--- src/rtl/jtag_tap_ctrl.sv ---
// rtl/jtag_tap_ctrl.sv - IEEE 1149.1 TAP controller with IR, IDCODE DR and external bypass cell control
//
// Purpose:
//    Decodes TMS into the 16-state TAP FSM, owns the instruction register and
//    the 32-bit IDCODE data register, drives the shift/clock enables of the
//    external single-bit bypass cell and multiplexes the selected register
//    onto TDO on the falling edge of TCK.
//
// Ports:
//    tck_i       in   JTAG test clock
//    trst_i      in   TAP reset, asynchronous, active-high
//    tms_i       in   test mode select, sampled on posedge tck_i
//    tdi_i       in   serial data in
//    by_ser_i    in   serial output of the external bypass cell
//    tdo_o       out  serial data out (changes on negedge tck_i)
//    tdo_en_o    out  TDO output enable, high only in SHIFT_IR / SHIFT_DR
//    by_shift_o  out  bypass cell shift (1) / capture (0) select
//    by_clock_o  out  bypass cell clock enable
//    ir_o        out  current (updated) instruction
//    state_o     out  current TAP state encoding, for debug

module jtag_tap_ctrl #(
   parameter int                  IR_WIDTH   = 4,
   parameter logic [31:0]         IDCODE_VAL = 32'h0A5B_C3D1,
   parameter logic [IR_WIDTH-1:0] OP_IDCODE  = IR_WIDTH'(1),
   parameter logic [IR_WIDTH-1:0] OP_BYPASS  = '1
) (
   input  logic                tck_i,
   input  logic                trst_i,
   input  logic                tms_i,
   input  logic                tdi_i,
   input  logic                by_ser_i,
   output logic                tdo_o,
   output logic                tdo_en_o,
   output logic                by_shift_o,
   output logic                by_clock_o,
   output logic [IR_WIDTH-1:0] ir_o,
   output logic [3:0]          state_o
);

   // Standard 1149.1 state encodings so state_o matches common debug tooling.
   typedef enum logic [3:0] {
      S_TLR      = 4'hF,
      S_RTI      = 4'hC,
      S_SEL_DR   = 4'h7,
      S_CAP_DR   = 4'h6,
      S_SHIFT_DR = 4'h2,
      S_EXIT1_DR = 4'h1,
      S_PAUSE_DR = 4'h3,
      S_EXIT2_DR = 4'h0,
      S_UPD_DR   = 4'h5,
      S_SEL_IR   = 4'h4,
      S_CAP_IR   = 4'hE,
      S_SHIFT_IR = 4'hA,
      S_EXIT1_IR = 4'h9,
      S_PAUSE_IR = 4'hB,
      S_EXIT2_IR = 4'h8,
      S_UPD_IR   = 4'hD
   } tap_state_t;

   tap_state_t          r_state;
   logic [IR_WIDTH-1:0] r_ir;
   logic [IR_WIDTH-1:0] r_ir_shift;
   logic [31:0]         r_id_shift;
   logic                r_tdo;
   logic                r_tdo_en;

   logic                w_sel_idcode;
   logic                w_sel_bypass;

   // Only the IDCODE opcode selects IDCODE; BYPASS and every unrecognised
   // opcode fall through to the bypass cell.
   assign w_sel_idcode = (r_ir == OP_IDCODE);
   assign w_sel_bypass = (r_ir == OP_BYPASS) | ~w_sel_idcode;

   // TAP FSM plus IR / IDCODE shift registers, all on the rising TCK edge.
   // PAUSE and EXIT states fall into the default arm, so the shift registers
   // hold there.
   always_ff @(posedge tck_i or posedge trst_i) begin
      if (trst_i) begin
         r_state    <= S_TLR;
         r_ir       <= OP_IDCODE;
         r_ir_shift <= '0;
         r_id_shift <= '0;
      end else begin
         case (r_state)
            S_TLR:      r_state <= tms_i ? S_TLR      : S_RTI;
            S_RTI:      r_state <= tms_i ? S_SEL_DR   : S_RTI;
            S_SEL_DR:   r_state <= tms_i ? S_SEL_IR   : S_CAP_DR;
            S_SEL_IR:   r_state <= tms_i ? S_TLR      : S_CAP_IR;
            S_CAP_DR:   r_state <= tms_i ? S_EXIT1_DR : S_SHIFT_DR;
            S_SHIFT_DR: r_state <= tms_i ? S_EXIT1_DR : S_SHIFT_DR;
            S_EXIT1_DR: r_state <= tms_i ? S_UPD_DR   : S_PAUSE_DR;
            S_PAUSE_DR: r_state <= tms_i ? S_EXIT2_DR : S_PAUSE_DR;
            S_EXIT2_DR: r_state <= tms_i ? S_UPD_DR   : S_SHIFT_DR;
            S_UPD_DR:   r_state <= tms_i ? S_SEL_DR   : S_RTI;
            S_CAP_IR:   r_state <= tms_i ? S_EXIT1_IR : S_SHIFT_IR;
            S_SHIFT_IR: r_state <= tms_i ? S_EXIT1_IR : S_SHIFT_IR;
            S_EXIT1_IR: r_state <= tms_i ? S_UPD_IR   : S_PAUSE_IR;
            S_PAUSE_IR: r_state <= tms_i ? S_EXIT2_IR : S_PAUSE_IR;
            S_EXIT2_IR: r_state <= tms_i ? S_UPD_IR   : S_SHIFT_IR;
            S_UPD_IR:   r_state <= tms_i ? S_SEL_DR   : S_RTI;
            default:    r_state <= S_TLR;
         endcase

         case (r_state)
            S_TLR:      r_ir       <= OP_IDCODE;
            // Capture pattern ...01 lets a probe detect the IR length.
            S_CAP_IR:   r_ir_shift <= IR_WIDTH'(1);
            S_SHIFT_IR: r_ir_shift <= {tdi_i, r_ir_shift[IR_WIDTH-1:1]};
            S_UPD_IR:   r_ir       <= r_ir_shift;
            S_CAP_DR: begin
               if (w_sel_idcode) r_id_shift <= IDCODE_VAL;
            end
            S_SHIFT_DR: begin
               if (w_sel_idcode) r_id_shift <= {tdi_i, r_id_shift[31:1]};
            end
            default: ;
         endcase
      end
   end

   // TDO launches on the falling edge so the probe can sample it on the next
   // rising edge. Outside the shift states the driver is released and tdo_o
   // keeps its last value.
   always_ff @(negedge tck_i or posedge trst_i) begin
      if (trst_i) begin
         r_tdo    <= 1'b0;
         r_tdo_en <= 1'b0;
      end else begin
         case (r_state)
            S_SHIFT_IR: begin
               r_tdo    <= r_ir_shift[0];
               r_tdo_en <= 1'b1;
            end
            S_SHIFT_DR: begin
               r_tdo    <= w_sel_idcode ? r_id_shift[0] : by_ser_i;
               r_tdo_en <= 1'b1;
            end
            default: r_tdo_en <= 1'b0;
         endcase
      end
   end

   // Bypass cell: clocked in CAP_DR with shift low (loads 0), then shifts TDI
   // in SHIFT_DR. That one register stage is the single TCK of bypass delay.
   assign by_shift_o = w_sel_bypass & (r_state == S_SHIFT_DR);
   assign by_clock_o = w_sel_bypass & ((r_state == S_CAP_DR) | (r_state == S_SHIFT_DR));

   assign tdo_o    = r_tdo;
   assign tdo_en_o = r_tdo_en;
   assign ir_o     = r_ir;
   assign state_o  = r_state;

endmodule

--- config.mk ---
export PLATFORM = sky130hd
export DESIGN_NAME = jtag_tap_ctrl
export DESIGN_NICKNAME = d
export VERILOG_FILES = /design/src/rtl/jtag_tap_ctrl.sv
export SDC_FILE = /design/constraint.sdc
export NUM_CORES = 1
export LEC_CHECK = 0
export CAP_MARGIN = 20
export CELL_PAD_IN_SITES_DETAIL_PLACEMENT = 0
export CELL_PAD_IN_SITES_GLOBAL_PLACEMENT = 1
export CORE_MARGIN = 1.5
export CORE_UTILIZATION = 40
export DETAILED_ROUTE_END_ITERATION = 6
export PLACE_DENSITY = 0.78
export SLEW_MARGIN = 20
export SYNTH_ARGS = -nofsm -noshare
export SYNTH_HDL_FRONTEND = slang
export SYNTH_SLANG_ARGS = --single-unit
--- constraint.sdc ---
create_clock -name tck_i -period 2.45 [get_ports tck_i]
set_input_delay 0.245 -clock tck_i [delete_from_list [all_inputs] [get_ports tck_i]]
set_output_delay 0.245 -clock tck_i [all_outputs]
set_load 0.1 [all_outputs]
# Word level (Yosys, flattened, before mapping)

Index checks and enable logic that the tools add are counted.

Input port bits: 5
Output and inout bits: 12
Register bits after elaboration: 46
Logic and storage cells: 61

Bitwise operators: 5
Reduce and logical (&&, ||, !) cells: 10
Multiplexer cells: 21
Equal/unequal tests: 19

Operators with widths:

| kind               | number |
|---|---|
| $mux 32            | 2 |
| $pmux 32 s2        | 1 |
| $pmux 4 s12        | 1 |
| $eq 4x4->1 const B | 9 |
| $eq 4x3->1 const B | 4 |
| $pmux 4 s2         | 2 |
| $mux 2             | 6 |
| $mux 3             | 4 |
| $eq 4x1->1 const B | 2 |
| $eq 4x2->1 const B | 2 |
| $reduce_bool 2->1  | 4 |
| $reduce_or 2->1    | 3 |
| $logic_not 4->1    | 1 |
| $mux 4             | 1 |
| $ne 2x2->1 const B | 2 |
| $mux 1             | 3 |
| $reduce_and 3->1   | 1 |
| $reduce_or 3->1    | 1 |
| $and 1x1->1        | 2 |
| $or 1x1->1         | 2 |
| $pmux 1 s2         | 1 |
| $not 1->1          | 1 |

# Depth between registers and ports, before layout

Word-level depth: 4
Depth in mapped cells: 5
Depth with buffers taken out: 3

==> impl_metrics.csv <==
group,metric,value,unit
status,status,"complete, but fails checks",
status,violations,"negative setup slack",
grt,grt_overflow_total,0,
logic_synthesis,synth-seq-cells,46,
sta,fin_skew,0.00633,ns
grt,grt_usage,14.8,%
logic_synthesis,synth_area,2050,sq um
clocking,cts_tree,"yes",
sta,setup_viol,1,
die,fp.dieW,74.7,microns
layout,area.growth.synth_to_final,19.2,%
logic_synthesis,synthArstFlopShare,100,%
placement,port_buffers,16,
routing,met2_length,1.76,mm
routing,wirelength_met1,1.72,mm
setup_path,required,1.36,ns
setup_path,path_cells,"nor4b_4 > mux2i_1 > a311oi_1",
sta,rsz0062_at_grt,"true",
routing,wl_met3,104,microns
logic_synthesis,ys_top_cells_by_area,"dfrtp_1 48%, dfstp_2 6.4%, mux2_1 5.5%, nor2b_1 5.5%, mux2_2 4.9%",
clocking,clk_latency,0.29,ns
logic_synthesis,yosys.area.top_type_share,47.5,%
setup_path,worstSetupPathType,"reg -> reg",
die,core,4850,sq um
die,row_count,25,
clocking,numCtsBuffers,5,
setup_path,cp.arrival,1.47,ns
logic_synthesis,synth_cell_types,30,
logic_synthesis,yosysTopAreaCell,"dfrtp_1",
layout,final_cell_mix,"36 x dfrtp_1, 20 x nor2_1, 18 x buf_4",
layout,mostFrequentLayoutCell,"dfrtp_1",
routing,drc_errors,0,
placement,dpl.hpwl,2.41,mm
sta,final_hold_viol_count,0,
run,drv_cap,0,
routing,dr.pass1.iters,4,
routing,ant_nets,0,
sta,setup_slack,-0.109,ns
logic_synthesis,synth_edf_count,0,
layout,fin_nets,214,
setup_path,crit_path_end_kind,"register",
clocking,clk_pin_slew_worst_paths,0.08,ns
routing,top_layer,"met4",
logic_synthesis,ys.flop_type,"dfrtp_1",
placement,gp_congestion,0.744,
logic_synthesis,syn_area_per_cell,10.8,sq um
setup_path,slowest_stage,"dfstp_4",
min_path,hold_class,"in -> async",
routing,via_per_inst,5.09,
setup_path,startpoint_type,"register",
die,fp.dieH,74.7,microns
logic_synthesis,syn_inst,190,
logic_synthesis,ys_seq_area_share,56.3,%
die,start_util,42.4,%
clocking,root_buffer,"clkbuf_8",
logic_synthesis,yosysWarnings,0,
routing,drt-total-wl,3.63,mm
layout,antennaDiodeCount,0,
clocking,htree_levels,2,
setup_path,crit_fanout,2,
sta,max_slew_margin,64.9,%
routing,route.vias.total,1410,
grt,grt_first_pass_wirelength,6.20,mm
setup_path,max_stage_delay,0.62,ns
clocking,clk_path_buf_depth,2,
clocking,clock-sinks,46,
routing,post_drt_wl_per_cell,13.1,microns
clocking,cts_repair_resize_count,0,
die,dieArea,5570,sq um
routing,drtIter0Drc,79,
logic_synthesis,syn-num-nets,195,
sta,finalMaxSlewViolations,0,
clocking,postCtsHoldBufs,0,
grt,grt_max_degree,43,
layout,drive_above_1_share,24.3,%
grt,antenna_found_initial,0,
sta,worstMarginPinSlew,0.526,ns
grt,grt_pass1_vias,1366,
sta,hold_ws,0.379,ns
die,io_pins,17,
-- flip-flops by register name, summed over array words and instances (netlist names) --
| signal | count |
|---|---|
| ir_o | 4 |
| tdo_en_o | 1 |
| r_id_shift | 32 |
| tdo_o | 1 |
| r_ir_shift | 4 |
| state_o | 4 |
-- through the flow --
step	TNS, ns	cells	setup slack [ns]	util (%)	instance area [sq um]
5_1_grt	-0.147	277	-0.133	50.5	2450
2_1_floorplan	-0.898	190	-0.511	-	2100
3_3_place_gp	-0.0936	267	-0.0936	48.6	2350
6_report	-0.109	277	-0.109	50.5	2450
3_5_place_dp	-0.0949	267	-0.0949	48.6	2350
4_1_cts	-0.117	276	-0.117	50.4	2440
-- cells by family after synthesis --
| family | count (synthesis) | synth area share (%) |
|---|---|---|
| muxes | 20 | 10.9 |
| DFF | 46 | 56.3 |
| AOI/OAI and AO/OA | 45 | 12.7 |
| buffers and inverters | 16 | 3.35 |
| and+or+nand+nor | 63 | 16.7 |
-- area by class of cell --
class,count,area [sq um]
multi-input cells,128,847
clock buffers,8,80.1
well taps,67,83.8
inverters,2,11.3
repair buffers,26,255
flip-flops and latches,46,1170
fillers,457,2400
-- final timing paths --
kind                            depth (start not counted)                    endpoint                       start  slack (ns)
worst max-delay path                                    3           tdo_o$_DFFE_NP0P_         ir_o[0]$_DFFE_PP1P_       -0.11
worst min-delay path                                    2        state_o[2]$_DFF_PP1_                      trst_i        0.38
worst max register to register                          3           tdo_o$_DFFE_NP0P_         ir_o[0]$_DFFE_PP1P_       -0.11
worst min register to register                          1  r_id_shift[29]$_DFFE_PP0P_  r_id_shift[29]$_DFFE_PP0P_        0.49
max in group asynchronous                               2           tdo_o$_DFFE_NP0P_                      trst_i        0.99
min in group tck_i                                      1  r_id_shift[29]$_DFFE_PP0P_  r_id_shift[29]$_DFFE_PP0P_        0.49
-- metal layers --
layer	track usage, %	vias up
met1	18.4	700
met4	6.67	0
met5	0	-
met2	25.0	15
met3	3.21	4
li1	-	691
-- Yosys cell counts, types with 2 or more instances --
library cell / n
nor2_1: 20
clkbuf_1: 10
nand2b_1: 3
o21ai_0: 10
inv_1: 2
mux2_1: 10
dfrtp_1: 39
nand2_1: 12
buf_1: 2
mux2_2: 9
dfstp_2: 5
dfrtn_1: 2
nor2b_1: 18
a21oi_1: 16
nand3_1: 3
a31oi_1: 15
-- worst max-delay path: cells and delay by family, from the launching register on --
kind,cells,cell delay [ns]
muxes,1,0.23
AOI/OAI and AO/OA,1,0.10
DFF,1,0.62
and+or+nand+nor,1,0.22
-- what timing repair did --
action	4_1_cts	5_1_grt
setup buffers	1	1
cloned	0	0
setup endpoints to repair	1	2
Power is not shown: default switching activity piles up to over one toggle a cycle in this logic, so the estimate is an artifact.
